`config.mk`:
```
export PLATFORM = sky130hd
export DESIGN_NAME = mem_arbiter
export DESIGN_NICKNAME = d
export VERILOG_FILES = /design/src/rtl/mem_arbiter.sv
export SDC_FILE = /design/constraint.sdc
export NUM_CORES = 1
export LEC_CHECK = 0
export CORE_MARGIN = 1
export CORE_UTILIZATION = 47
export DETAILED_ROUTE_END_ITERATION = 10
export MAX_ROUTING_LAYER = met4
export PLACE_DENSITY = 0.8
export SETUP_SLACK_MARGIN = 0.15
export SLEW_MARGIN = 20
export SYNTH_ARGS = -nofsm -noshare
export SYNTH_HDL_FRONTEND = slang
export SYNTH_SLANG_ARGS = --single-unit
```
`constraint.sdc`:
```
create_clock -name clk -period 4.95 [get_ports clk]
set_clock_uncertainty 0.15 [all_clocks]
set_input_delay 0.99 -clock clk [delete_from_list [all_inputs] [get_ports clk]]
set_output_delay 0.99 -clock clk [all_outputs]
set_load 0.02 [all_outputs]
```
`src/rtl/mem_arbiter.sv`:
```
// mem_arbiter: byte-serial RAM port shared by instruction fetch and the load/store buffer.
// Define MEM_ARB_IO_STALL_EN to stall stores into the IO window while io_buffer_full is high.
module mem_arbiter #(
    parameter int         ADDR_W = 32,
    parameter logic [1:0] IO_HI  = 2'b11
) (
    input  logic              clk,
    input  logic              rst,
    input  logic              rdy,
    input  logic              rollback,
    input  logic              if_req,
    input  logic [ADDR_W-1:0] if_addr,
    output logic              if_done,
    output logic [31:0]       if_data,
    input  logic              load_store_sgn,
    input  logic [5:0]        load_store_op,
    input  logic [ADDR_W-1:0] load_store_addr,
    input  logic [31:0]       store_data,
    output logic              mem_valid,
    output logic [31:0]       mem_res,
    output logic              finish_store,
    input  logic [7:0]        mem_din,
    output logic [7:0]        mem_dout,
    output logic [ADDR_W-1:0] mem_a,
    output logic              mem_wr,
    input  logic              io_buffer_full
);
    localparam logic [5:0] OP_LB  = 6'd1;
    localparam logic [5:0] OP_LH  = 6'd2;
    localparam logic [5:0] OP_LW  = 6'd3;
    localparam logic [5:0] OP_LBU = 6'd4;
    localparam logic [5:0] OP_LHU = 6'd5;
    localparam logic [5:0] OP_SB  = 6'd6;
    localparam logic [5:0] OP_SH  = 6'd7;
    localparam logic [5:0] OP_SW  = 6'd8;

    typedef enum logic [1:0] {IDLE, IFETCH, LOAD, STORE} state_t;

    state_t            state;
    logic [2:0]        cnt;
    logic [2:0]        nxt;
    logic [2:0]        len_q;
    logic              wr_q;
    logic [ADDR_W-1:0] addr_q;
    logic [5:0]        op_q;
    logic [23:0]       data_q;
    logic [23:0]       buf_q;
    logic [31:0]       word_now;
    logic              lsb_pend;
    logic              if_pend;
    logic              take_lsb;
    logic              take_if;
    logic              done_edge;
    logic              stall_new;
    logic              stall_cur;

    function automatic logic [2:0] op_len(input logic [5:0] op);
        case (op)
            OP_LB, OP_LBU, OP_SB: return 3'd1;
            OP_LH, OP_LHU, OP_SH: return 3'd2;
            default:              return 3'd4;
        endcase
    endfunction

    function automatic logic is_store(input logic [5:0] op);
        return (op == OP_SB) || (op == OP_SH) || (op == OP_SW);
    endfunction

    function automatic logic [31:0] assemble(input logic [23:0] low, input logic [7:0] b,
                                             input logic [1:0] idx);
        case (idx)
            2'd0:    return {24'd0, b};
            2'd1:    return {16'd0, b, low[7:0]};
            2'd2:    return {8'd0, b, low[15:0]};
            default: return {b, low};
        endcase
    endfunction

    function automatic logic [31:0] extend(input logic [5:0] op, input logic [31:0] raw);
        logic signed [7:0]  sb;
        logic signed [15:0] sh;
        logic signed [31:0] w;
        sb = raw[7:0];
        sh = raw[15:0];
        case (op)
            OP_LB:   w = sb;
            OP_LH:   w = sh;
            OP_LBU:  w = {24'd0, raw[7:0]};
            OP_LHU:  w = {16'd0, raw[15:0]};
            default: w = raw;
        endcase
        return w;
    endfunction

    // Upper store bytes only; byte 0 goes straight from store_data on accept.
    function automatic logic [7:0] pick_byte(input logic [23:0] d, input logic [1:0] idx);
        case (idx)
            2'd1:    return d[7:0];
            2'd2:    return d[15:8];
            default: return d[23:16];
        endcase
    endfunction

`ifdef MEM_ARB_IO_STALL_EN
    assign stall_new = (load_store_addr[17:16] == IO_HI) && io_buffer_full;
    assign stall_cur = (addr_q[17:16] == IO_HI) && io_buffer_full;
`else
    logic unused_io;
    assign unused_io = io_buffer_full;
    assign stall_new = 1'b0;
    assign stall_cur = 1'b0;
`endif

    assign nxt       = cnt + 3'd1;
    assign len_q     = op_len(op_q);
    assign done_edge = (nxt == len_q);
    assign word_now  = assemble(buf_q, mem_din, cnt[1:0]);
    assign mem_wr    = wr_q & rdy;

    // A requester still showing its completion pulse is masked so it is not served twice.
    assign lsb_pend = load_store_sgn && !mem_valid && !finish_store;
    assign if_pend  = if_req && !if_done;
    assign take_lsb = rdy && (state == IDLE) && !rollback && lsb_pend;
    assign take_if  = rdy && (state == IDLE) && !rollback && !lsb_pend && if_pend;

    always_ff @(posedge clk) begin
        if (take_lsb) begin
            addr_q <= load_store_addr;
            op_q   <= load_store_op;
            data_q <= store_data[31:8];
        end else if (take_if) begin
            addr_q <= if_addr;
            op_q   <= OP_LW;
        end
        if (rdy && (state == IFETCH || state == LOAD)) begin
            case (cnt[1:0])
                2'd0:    buf_q[7:0]   <= mem_din;
                2'd1:    buf_q[15:8]  <= mem_din;
                2'd2:    buf_q[23:16] <= mem_din;
                default: ;
            endcase
        end
    end

    always_ff @(posedge clk or negedge rst) begin
        if (!rst) begin
            state        <= IDLE;
            cnt          <= '0;
            wr_q         <= 1'b0;
            mem_a        <= '0;
            mem_dout     <= '0;
            if_done      <= 1'b0;
            if_data      <= '0;
            mem_valid    <= 1'b0;
            mem_res      <= '0;
            finish_store <= 1'b0;
        end else if (rdy) begin
            if_done      <= 1'b0;
            mem_valid    <= 1'b0;
            finish_store <= 1'b0;
            case (state)
                IDLE: begin
                    if (take_lsb) begin
                        mem_a <= load_store_addr;
                        cnt   <= '0;
                        if (is_store(load_store_op)) begin
                            state    <= STORE;
                            mem_dout <= store_data[7:0];
                            wr_q     <= !stall_new;
                        end else begin
                            state <= LOAD;
                        end
                    end else if (take_if) begin
                        state <= IFETCH;
                        mem_a <= if_addr;
                        cnt   <= '0;
                    end
                end
                IFETCH, LOAD: begin
                    if (rollback) begin
                        state <= IDLE;
                        mem_a <= '0;
                        cnt   <= '0;
                    end else if (done_edge) begin
                        state <= IDLE;
                        mem_a <= '0;
                        cnt   <= '0;
                        if (state == IFETCH) begin
                            if_done <= 1'b1;
                            if_data <= word_now;
                        end else begin
                            mem_valid <= 1'b1;
                            mem_res   <= extend(op_q, word_now);
                        end
                    end else begin
                        cnt   <= nxt;
                        mem_a <= addr_q + ADDR_W'(nxt);
                    end
                end
                STORE: begin
                    // wr_q low means byte cnt is still pending (IO stall); rollback cannot cancel a store.
                    if (!wr_q) begin
                        wr_q <= !stall_cur;
                    end else if (done_edge) begin
                        state        <= IDLE;
                        wr_q         <= 1'b0;
                        mem_a        <= '0;
                        mem_dout     <= '0;
                        cnt          <= '0;
                        finish_store <= 1'b1;
                    end else begin
                        cnt      <= nxt;
                        mem_a    <= addr_q + ADDR_W'(nxt);
                        mem_dout <= pick_byte(data_q, nxt[1:0]);
                        wr_q     <= !stall_cur;
                    end
                end
            endcase
        end
    end
endmodule

```
==> results.yml <==
outcome:
  status: "finished, final reports clean"
clock_tree:
  cts_sinks: 199
  cts_tree: "done"
  clk_pin_slew_ns: 0.07
  post_cts_buffers: 0
  cts_resized: 0
  holdBufCountCts: 0
  htreeDepth: 4
  cts_buffer_depth: 2
  cts_buffers: 17
  cts-root-buf: "clkbuf_16"
  insertion_delay_ns: 0.43
min_path:
  hold_path.class: "register to register"
  min_from: "mem_res[26]$_DFFE_PN0P_"
global_routing:
  grt_pass1_vias: 7375
  grt_usage_pct: 25.5
  grt_max_degree: 66
  use_met1_pct: 32.3
  grt_util_met3_pct: 4.72
  antenna_found_initial: 0
  grt.overflow.total: 0
  grt_pass1_wl_mm: 38.1
  grtUsageMet2_pct: 41.3
  busiest_layer: "met2"
placed_design:
  gp_congestion: 0.851
  hpwl_mm: 16.3
  pre_cts_slack_ns: 1.03
  placedInstanceArea_um2: 11600
  portBuffers: 223
cells_and_area:
  fin_area_um2: 12200
  drive_gt1_share_pct: 5.74
  final_core_utilization_pct: 64.5
  final_common_cell: "nand2_1"
  area_growth_pct: 33.5
  num_antenna_cells: 0
  nets: 1230
  n_fill_cell: 1517
  layout_common_cells: "nand2_1 (233), clkdlybuf4s50_1 (222), dfrtp_1 (113), edfxtp_1 (86), o21ai_0 (73)"
logic_synthesis:
  synth-async-reset-ratio_pct: 56.8
  ys_seq_area_share_pct: 59.2
  yosys_warnings: 0
  synth.area.top_cells: "dfrtp_1 (31%), edfxtp_1 (28%), nand2_1 (9.6%), o21ai_0 (4.0%), a21oi_1 (3.1%)"
  synth_seq_cells: 199
  syn_area_per_cell_um2: 10.2
  synth_edf_count: 86
  yosysTopAreaCellShare_pct: 31.0
  syn_nets: 1027
  syn_area_um2: 9140
  synth_cell_type_count: 58
  yosys.area.top_type: "dfrtp_1"
  synthCells: 899
  dominantRegCellSynth: "dfrtp_1"
route:
  vias_per_cell: 5.42
  wl_per_cell_um: 17.1
  ant_nets: 0
  vias: 7448
  first_pass_iters: 6
  drtIter0Drc: 523
  drt-total-wl_mm: 23.5
  drc: 0
setup_path:
  critPathMaxStageDelay_ns: 0.67
  critical_path.slowest_cell: "clkdlybuf4s50_1"
  cp_cell_sequence: "clkdlybuf4s50_1 -> and2_1 -> clkdlybuf4s50_1"
  worstPathMaxFanout: 10
  crit_start: "rdy"
  start_kind: "primary input"
  r2r-start: "cnt[0]$_DFFE_PN0P_"
  crit_path_end_kind: "output port"
  path_common_cell: "clkdlybuf4s50_1"
  worstSetupPathType: "primary input to output port"
  required_ns: 3.81
  critical_path_arrival_ns: 2.45
timing:
  setup_tns_ns: 0
  worst_slew_pin_slew_ns: 1.01
  hold_viol_final: 0
  slew_headroom_pct: 32.4
  post-route-worst-setup-slack_ns: 1.36
  slew_viol_final: 0
  finalSetupViolCount: 0
  fmax_ghz: 0.279
  rsz0062_at_grt: "false"
  period_minus_slack_ns: 3.59
  post-route-period-util_pct: 72.5
power_and_ir_drop:
  leakagePower_nw: 4.81
  p_per_area_nw_per_um2: 461
  peakVddDrop_mv: 0.276
floorplanning:
  rows: 50
  die_w_um: 141
  dieArea_um2: 20000
  core-area_um2: 18900
  initial_core_util_pct: 48.4
  io_pins: 225
  die_h_um: 141
run:
  cap_violations: 0
==> report_power, final <==
| group | total [mW] | internal (mW) | switching, mW |
|---|---|---|---|
| sequential | 2.21 | 2.04 | 0.174 |
| clock | 1.37 | 0.760 | 0.605 |
| combinational | 2.04 | 0.849 | 1.19 |
==> cells by family (layout without fill, tap and decap cells) <==
group,after synthesis,after routing,share of synthesized area [%]
AO/OA/AOI/OAI,218,218,14.5
XOR/XNOR,33,33,3.33
adder cells (fa/ha/maj),11,11,1.59
flip-flops,199,199,59.2
multiplexers,3,3,0.356
buffers and inverters,65,281,2.93
AND/OR/NAND/NOR,370,370,18.0
==> layer usage <==
metal,wire length [um],share of wire (%)
met5,0,0
met4,548,2.3
met3,1560,6.6
met2,11400,48
met1,10000,43
==> cells in the mapped netlist, types with 5 or more instances <==
master    number
a21oi_1       56
a221oi_1       7
a22o_1        16
a22oi_1        8
a31oi_1        8
and2_1         6
and3_1         6
buf_2         13
clkbuf_1      35
dfrtp_1      113
edfxtp_1      86
ha_1          10
inv_1         12
nand2_1      234
nand3_1       22
nand4_1        6
nor2_1        40
nor2b_1       10
nor3_1         7
nor3b_1        5
o211ai_1       6
o21a_1        10
o21ai_0       73
o22ai_1       18
or3_1          6
xnor2_1       16
xor2_1        15
==> through the flow <==
step           power [mW]  hold WS [ns]  instances
6_report             5.62         0.327       1375
5_1_grt              5.90         0.351       1375
4_1_cts              5.65         0.333       1375
3_5_place_dp         4.27         0.316       1343
3_3_place_gp         4.23         0.309       1343
2_1_floorplan        3.42         0.331        899
==> sequential cells by signal, indices dropped and copies added, names as in the netlist, 2 cells and up <==
signal / cells
mem_res: 32
op_q: 6
data_q: 24
addr_q: 32
if_data: 32
cnt: 3
state: 2
mem_a: 32
buf_q: 24
mem_dout: 8
==> final timing paths <==
| path | end | slack, ns | depth (start not counted) |
|---|---|---|---|
| max | mem_wr | 1.36 | 3 |
| min | mem_res[26]$_DFFE_PN0P_ | 0.33 | 2 |
| max reg2reg | mem_a[22]$_DFFE_PN0P_ | 1.38 | 10 |
| min reg2reg | mem_res[26]$_DFFE_PN0P_ | 0.33 | 2 |
| max in group asynchronous | mem_a[25]$_DFFE_PN0P_ | 3.38 | 2 |
| min in group asynchronous | mem_res[4]$_DFFE_PN0P_ | 0.46 | 1 |
==> cell type report <==
| type | count | area (um^2) | area share (%) |
|---|---|---|---|
| clock inverter | 11 | 125 | 1.03 |
| timing repair buffer | 237 | 2350 | 19.3 |
| sequential | 199 | 5410 | 44.4 |
| inverter | 12 | 45.0 | 0.369 |
| clock buffer | 21 | 450 | 3.69 |
| multi-input combinational | 635 | 3490 | 28.6 |
| tap | 260 | 325 | 2.67 |
==> critical path: cells and delay by family <==
family | cells | cell delay [ns]
buf+inv | 2 | 1.27
simple gates | 1 | 0.19
(Power assumes the default switching activity.)
